$ cat config.mk
export PLATFORM = sky130hd
export DESIGN_NAME = fetch_unit
export DESIGN_NICKNAME = d
export VERILOG_FILES = /design/src/rtl/fetch_pkg.sv /design/src/rtl/fetch_fifo.sv /design/src/rtl/fetch_unit.sv
export SDC_FILE = /design/constraint.sdc
export NUM_CORES = 1
export LEC_CHECK = 0
export ABC_AREA = 1
export CORE_MARGIN = 2
export CORE_UTILIZATION = 45
export DETAILED_ROUTE_END_ITERATION = 8
export GPL_ROUTABILITY_DRIVEN = 0
export PLACE_DENSITY = 0.78
export SLEW_MARGIN = 20
export SYNTH_ARGS = -nofsm -noshare
export SYNTH_HDL_FRONTEND = slang
export SYNTH_SLANG_ARGS = --single-unit
$ cat constraint.sdc
create_clock -name clock -period 8 [get_ports clock]
set_input_delay 2.4 -clock clock [delete_from_list [all_inputs] [get_ports clock]]
set_output_delay 2.4 -clock clock [all_outputs]
set_load 0.02 [all_outputs]
$ cat src/rtl/fetch_pkg.sv
// Shared definitions for the instruction-fetch stage: default memory map,
// memory access encoding, FSM state codes and a PC alignment helper.
package fetch_pkg;

  localparam logic [31:0] BASE_ADDR_DEF = 32'h8002_0000;
  localparam int unsigned MEM_DEPTH_DEF = 1048576;
  localparam logic [1:0]  ACCESS_WORD   = 2'b00;

  typedef enum logic [1:0] {
    IDLE  = 2'd0,
    RUN   = 2'd1,
    FAULT = 2'd2
  } fetch_state_e;

  // Word-align a byte address by clearing its two low bits.
  function automatic logic [31:0] align_word(input logic [31:0] addr);
    return {addr[31:2], 2'b00};
  endfunction

endpackage

$ cat src/rtl/fetch_fifo.sv
// Small synchronous FIFO holding {pc, insn} pairs between the memory return
// path and decode. Flush empties the FIFO and wins over a same-cycle push.
module fetch_fifo #(
  parameter int unsigned DEPTH = 2,
  parameter int unsigned WIDTH = 64
) (
  input  logic                     clk,
  input  logic                     rst_n,
  input  logic                     push,
  input  logic                     pop,
  input  logic                     flush,
  input  logic [WIDTH-1:0]         wdata,
  output logic [WIDTH-1:0]         rdata,
  output logic [$clog2(DEPTH):0]   count
);

  localparam int unsigned AW = $clog2(DEPTH);
  localparam int unsigned CW = AW + 1;

  logic [WIDTH-1:0] mem_q [DEPTH];
  logic [AW-1:0]    wr_ptr_q, wr_ptr_d;
  logic [AW-1:0]    rd_ptr_q, rd_ptr_d;
  logic [CW-1:0]    count_q, count_d;

  // Next-state for pointers and occupancy; flush clears everything.
  always_comb begin
    wr_ptr_d = wr_ptr_q;
    rd_ptr_d = rd_ptr_q;
    count_d  = count_q;
    if (flush) begin
      wr_ptr_d = '0;
      rd_ptr_d = '0;
      count_d  = '0;
    end else begin
      if (push) wr_ptr_d = wr_ptr_q + 1'b1;
      if (pop)  rd_ptr_d = rd_ptr_q + 1'b1;
      count_d = count_q + CW'(push) - CW'(pop);
    end
  end

  // Control registers with synchronous active-low reset.
  always_ff @(posedge clk) begin
    if (!rst_n) begin
      wr_ptr_q <= '0;
      rd_ptr_q <= '0;
      count_q  <= '0;
    end else begin
      wr_ptr_q <= wr_ptr_d;
      rd_ptr_q <= rd_ptr_d;
      count_q  <= count_d;
    end
  end

  // Entry storage; contents are only meaningful below the count, so no reset.
  always_ff @(posedge clk) begin
    if (push && !flush) mem_q[wr_ptr_q] <= wdata;
  end

  assign rdata = mem_q[rd_ptr_q];
  assign count = count_q;

endmodule

$ cat src/rtl/fetch_unit.sv
// Instruction-fetch stage: issues word reads at the PC, captures the data one
// cycle later, queues {pc, insn} for decode and handles redirect and faults.
module fetch_unit
  import fetch_pkg::*;
#(
  parameter logic [31:0] BASE_ADDR  = BASE_ADDR_DEF,
  parameter int unsigned MEM_DEPTH  = MEM_DEPTH_DEF,
  parameter int unsigned FIFO_DEPTH = 2
) (
  input  logic        clock,
  input  logic        reset_n,
  input  logic        start,
  input  logic [31:0] start_pc,
  input  logic        stall,
  input  logic        branch_taken,
  input  logic [31:0] branch_target,
  output logic [31:0] imem_addr,
  output logic [1:0]  imem_access_size,
  output logic        imem_rw,
  output logic        imem_enable,
  output logic        imem_do_branch,
  input  logic [31:0] imem_data,
  output logic [31:0] insn_out,
  output logic [31:0] pc_out,
  output logic        insn_valid,
  output logic        fault,
  output logic        misaligned
);

  localparam int unsigned CW      = $clog2(FIFO_DEPTH) + 1;
  localparam logic [CW:0] DEPTH_L = FIFO_DEPTH[CW:0];
  localparam logic [32:0] PC_LIMIT = {1'b0, BASE_ADDR} + {1'b0, MEM_DEPTH};

  fetch_state_e state_q, state_d;
  logic [31:0]  pc_q, pc_d;
  logic         inflight_q, inflight_d;
  logic [31:0]  inflight_pc_q, inflight_pc_d;
  logic         fault_q, fault_d;
  logic         misaligned_q, misaligned_d;

  logic [CW-1:0] fifo_count;
  logic [63:0]   fifo_head;
  logic          pop, branch, push, space, pc_legal, issue, go_fault;
  logic [CW:0]   occupancy;
  logic [32:0]   pc_end;

  // Handshake, space and legality decisions for the current cycle.
  always_comb begin
    insn_valid = (fifo_count != '0);
    pop        = insn_valid && !stall;
    branch     = branch_taken && (state_q == RUN);
    push       = inflight_q && !branch;
    occupancy  = {1'b0, fifo_count} + {{CW{1'b0}}, inflight_q} - {{CW{1'b0}}, pop};
    space      = (occupancy < DEPTH_L);
    // 33-bit end address so a PC near the top of the address space cannot wrap into range.
    pc_end     = {1'b0, pc_q} + 33'd4;
    pc_legal   = (pc_q >= BASE_ADDR) && (pc_end <= PC_LIMIT);
    issue      = (state_q == RUN) && !branch && space && pc_legal;
    go_fault   = (state_q == RUN) && !branch && space && !pc_legal;
  end

  // FSM next state, PC update and in-flight tracking.
  always_comb begin
    state_d       = state_q;
    pc_d          = pc_q;
    inflight_d    = 1'b0;
    inflight_pc_d = inflight_pc_q;
    fault_d       = fault_q;
    misaligned_d  = misaligned_q;
    unique case (state_q)
      IDLE: begin
        if (start) begin
          state_d = RUN;
          pc_d    = align_word(start_pc);
          if (start_pc[1:0] != 2'b00) misaligned_d = 1'b1;
        end
      end
      RUN: begin
        if (branch) begin
          pc_d = align_word(branch_target);
          if (branch_target[1:0] != 2'b00) misaligned_d = 1'b1;
        end else if (issue) begin
          inflight_d    = 1'b1;
          inflight_pc_d = pc_q;
          pc_d          = pc_q + 32'd4;
        end else if (go_fault) begin
          state_d = FAULT;
          fault_d = 1'b1;
        end
      end
      FAULT: begin
      end
      default: state_d = IDLE;
    endcase
  end

  // Control state with synchronous active-low reset; reset drops any in-flight read.
  always_ff @(posedge clock) begin
    if (!reset_n) begin
      state_q      <= IDLE;
      pc_q         <= BASE_ADDR;
      inflight_q   <= 1'b0;
      fault_q      <= 1'b0;
      misaligned_q <= 1'b0;
    end else begin
      state_q      <= state_d;
      pc_q         <= pc_d;
      inflight_q   <= inflight_d;
      fault_q      <= fault_d;
      misaligned_q <= misaligned_d;
    end
  end

  // PC of the outstanding read; only consulted while inflight_q is set.
  always_ff @(posedge clock) begin
    inflight_pc_q <= inflight_pc_d;
  end

  fetch_fifo #(
    .DEPTH (FIFO_DEPTH),
    .WIDTH (64)
  ) u_fifo (
    .clk   (clock),
    .rst_n (reset_n),
    .push  (push),
    .pop   (pop && !branch),
    .flush (branch),
    .wdata ({inflight_pc_q, imem_data}),
    .rdata (fifo_head),
    .count (fifo_count)
  );

  assign imem_addr        = pc_q;
  assign imem_access_size = ACCESS_WORD;
  assign imem_rw          = 1'b1;
  assign imem_enable      = issue;
  assign imem_do_branch   = branch;
  assign insn_out         = insn_valid ? fifo_head[31:0]  : 32'd0;
  assign pc_out           = insn_valid ? fifo_head[63:32] : 32'd0;
  assign fault            = fault_q;
  assign misaligned       = misaligned_q;

endmodule
==> flow_metrics.env <==
export IMPL_status="finished clean"
export IMPL_power_uw=2528
export IMPL_powerDensity_mw_per_mm2=215.0
export IMPL_pin_count=205
export IMPL_die_x_um=145.1
export IMPL_cts_hold_fix_buffers=0
export IMPL_slew_headroom_pct=35.78
export IMPL_clockRootBuffer="clkbuf_16"
export IMPL_ys_ff_latch=194
export IMPL_grtUsageMet1_pct=27.47
export IMPL_fin_setup_tns_ps=0
export IMPL_timing_fmax_mhz=134.3
export IMPL_slew_viol_final=0
export IMPL_post_drt_wl_per_cell_um=15.83
export IMPL_setup_viol_count_final=0
export IMPL_crit_path_end_kind="primary output"
export IMPL_whs_ps=447.0
export IMPL_cap_violations=0
export IMPL_tightest_slew_ps=962.2
export IMPL_cp_top_family="buffers and inverters"
export IMPL_synth_flop_cell="edfxtp_1"
export IMPL_area_growth_synth_to_final_pct=31.23
export IMPL_die_y_um=145.1
export IMPL_grt_pass1_vias=7056
export IMPL_crit_chain="clkdlybuf4s50_1, nor2_1, ha_1, inv_1, nand2_1, fa_1, a21boi_0, o211ai_1, inv_1, nand3_4, inv_1, clkdlybuf4s50_1"
export IMPL_avgViaCountPerCell=5.153
export IMPL_synth_cells=952
export IMPL_start_util_pct=45.88
export IMPL_clk_path_buf_depth=2
export IMPL_critPathRequiredTime_ps=5600
export IMPL_critPathMaxStageDelay_ps=600
export IMPL_start_kind="input port"
export IMPL_placedInstanceArea_mm2=0.01115
export IMPL_path_clk_slew_ps=70
export IMPL_grt_use_total_pct=21.43
export IMPL_yosysTopAreaCell="edfxtp_1"
export IMPL_slowest_stage="clkdlybuf4s50_1"
export IMPL_postCtsSetupRepairBufs=0
export IMPL_syn_area_per_cell_um2=9.410
export IMPL_path_class="input port to primary output"
export IMPL_fillers=1659
export IMPL_overflow=0
export IMPL_hold_viol=0
export IMPL_cts_resized=0
export IMPL_route_detailed_drc=0
export IMPL_antenna_found_initial=0
export IMPL_synth_top_area_share_pct=51.62
export IMPL_dp_hpwl_um=14870
export IMPL_syn_area_mm2=0.008959
export IMPL_hold_class="register to register"
export IMPL_cts_made_buffers=17
export IMPL_io_buffer_count=197
export IMPL_nNetsFinal=1239
export IMPL_rsz0062_at_grt="no"
export IMPL_routed_wl_um=22320
export IMPL_fin_util_pct=60.21
export IMPL_rows=51
export IMPL_synthDistinctLibCells=42
export IMPL_cts_tree="built"
export IMPL_vias=7266
export IMPL_cellLeakagePower_uw=0.004361
export IMPL_grt_pass1_wl_um=35850
export IMPL_min_period_over_period_pct=93.08
export IMPL_dr_pass1_iters=5
export IMPL_clkSinkCount=194
export IMPL_drt_iter0_drc=543
export IMPL_grtUsageMet2_pct=36.07
export IMPL_rrSetupSlack_ps=4790
export IMPL_clk_latency_ps=430
export IMPL_ys_warn_count=0
export IMPL_grt_max_degree=65
export IMPL_post_synth_main_area_contributors="edfxtp_1 (52%), nand2_1 (13%), dfxtp_1 (8.9%)"
export IMPL_cp_arrival_ps=5050
export IMPL_htreeDepth=4
export IMPL_diodes=0
export IMPL_final_setup_skew_ps=11.80
export IMPL_layout_drive_gt1_share_pct=6.463
export IMPL_critPathBufInv=5
export IMPL_seq_area_frac_synth_pct=60.56
export IMPL_async_reset_ff_share_pct=0
export IMPL_antenna_left=0
export IMPL_core_area_mm2=0.01953
export IMPL_grt_busiest_layer="met2"
export IMPL_finalCriticalPeriod_ps=7447
export IMPL_dieArea_mm2=0.02105
export IMPL_grtUsageMet3_pct=4.465
export IMPL_final_area_mm2=0.01176
export IMPL_ir_worst_vdd_uv=149.3
export IMPL_crit_top_cell="inv_1"
export IMPL_crit_path_max_fanout=4
export IMPL_synth_edf_count=154
## worst paths after layout
kind,start,endpoint,depth (start not counted)
worst max-delay path,stall,imem_enable,12
worst max register to register,imem_addr[3],imem_addr[17],18
worst min-delay path,inflight_pc_q[3],u_fifo.mem_q[0][35],0
worst min register to register,inflight_pc_q[3],u_fifo.mem_q[0][35],0
## metal layers
layer / part of all wire, % / up-vias
li1: - / 3556
met1: 42 / 3379
met2: 48 / 303
met3: 7.6 / 28
met4: 2.1 / 0
met5: 0 / -
## power breakdown
part / total, µW / switching (µW) / leakage (µW) / internal [µW]
logic: 478 / 272 / 0.00235 / 206
registers: 1190 / 65.2 / 0.00172 / 1130
clock network: 857 / 375 / 0.000294 / 482
total: 2530 / 711 / 0.00436 / 1820
## logic make-up after synthesis
group | count (synthesis) | synth area share (%)
AO/OA/AOI/OAI | 145 | 9.497
XOR/XNOR | 6 | 0.5866
adder cells (fa/ha/maj) | 6 | 0.9218
buffers and inverters | 122 | 5.684
flip-flops | 194 | 60.56
other | 2 | 0.08383
AND/OR/NAND/NOR | 477 | 22.67
## flip-flops by register name (all words and copies together) (netlist names), 2 cells and up, named ones only
register / flops
imem_addr: 30
u_fifo.mem_q: 124
u_fifo.count: 2
inflight_pc_q: 30
state_q: 2
## through the flow
stage | std cells | setup slack [ps]
3_3_place_gp | 1378 | 625.9
3_5_place_dp | 1378 | 536.6
2_1_floorplan | 957 | 1620
4_1_cts | 1410 | 542.0
5_1_grt | 1410 | 376.2
6_report | 1410 | 553.5
## layout make-up
cell class / instances / area (µm²) / share of cell area, %
timing repair buffer: 207 / 2047 / 17.41
clock inverter: 11 / 111.4 / 0.9472
sequential: 194 / 5426 / 46.16
clock buffer: 21 / 493.0 / 4.193
inverter: 71 / 267.8 / 2.278
tap: 265 / 331.6 / 2.820
multi-input combinational: 641 / 3079 / 26.19
## placed cells by master (no fill, tap or decap), types with 2 or more instances in the layout
cell type,instances
nand3_2,2
xor2_1,4
nand2_2,4
a221oi_1,15
clkdlybuf4s50_1,197
clkinvlp_4,2
edfxtp_1,154
a21oi_2,8
dfxtp_1,39
clkbuf_16,19
nand2_1,300
nor2_1,79
nand3_4,2
nand3b_1,6
o211ai_1,9
a21oi_1,100
nor2_4,10
inv_1,70
nor4_1,2
xnor2_1,2
clkinv_2,2
nor3_1,4
buf_4,10
conb_1,7
nand4_1,8
inv_6,5
o21ai_0,5
ha_1,5
nand3_1,55
## Yosys cell counts, types with 2 or more instances
| cell | count |
|---|---|
| a221oi_1 | 15 |
| dfxtp_1 | 40 |
| nand3_2 | 2 |
| a21oi_2 | 8 |
| nand4_1 | 8 |
| xnor2_1 | 2 |
| nand2_2 | 4 |
| ha_1 | 5 |
| nand3_4 | 2 |
| xor2_1 | 4 |
| nor3_1 | 4 |
| nor2_4 | 7 |
| conb_1 | 2 |
| nor4_1 | 2 |
| a21oi_1 | 101 |
| edfxtp_1 | 154 |
| nor2_1 | 83 |
| nand2_1 | 300 |
| inv_1 | 70 |
| buf_4 | 7 |
| o211ai_1 | 9 |
| nand3b_1 | 6 |
| nand3_1 | 55 |
| clkbuf_1 | 27 |
| buf_1 | 10 |
| o21ai_0 | 5 |
| buf_2 | 5 |
Power figures use the tool's default switching activity.
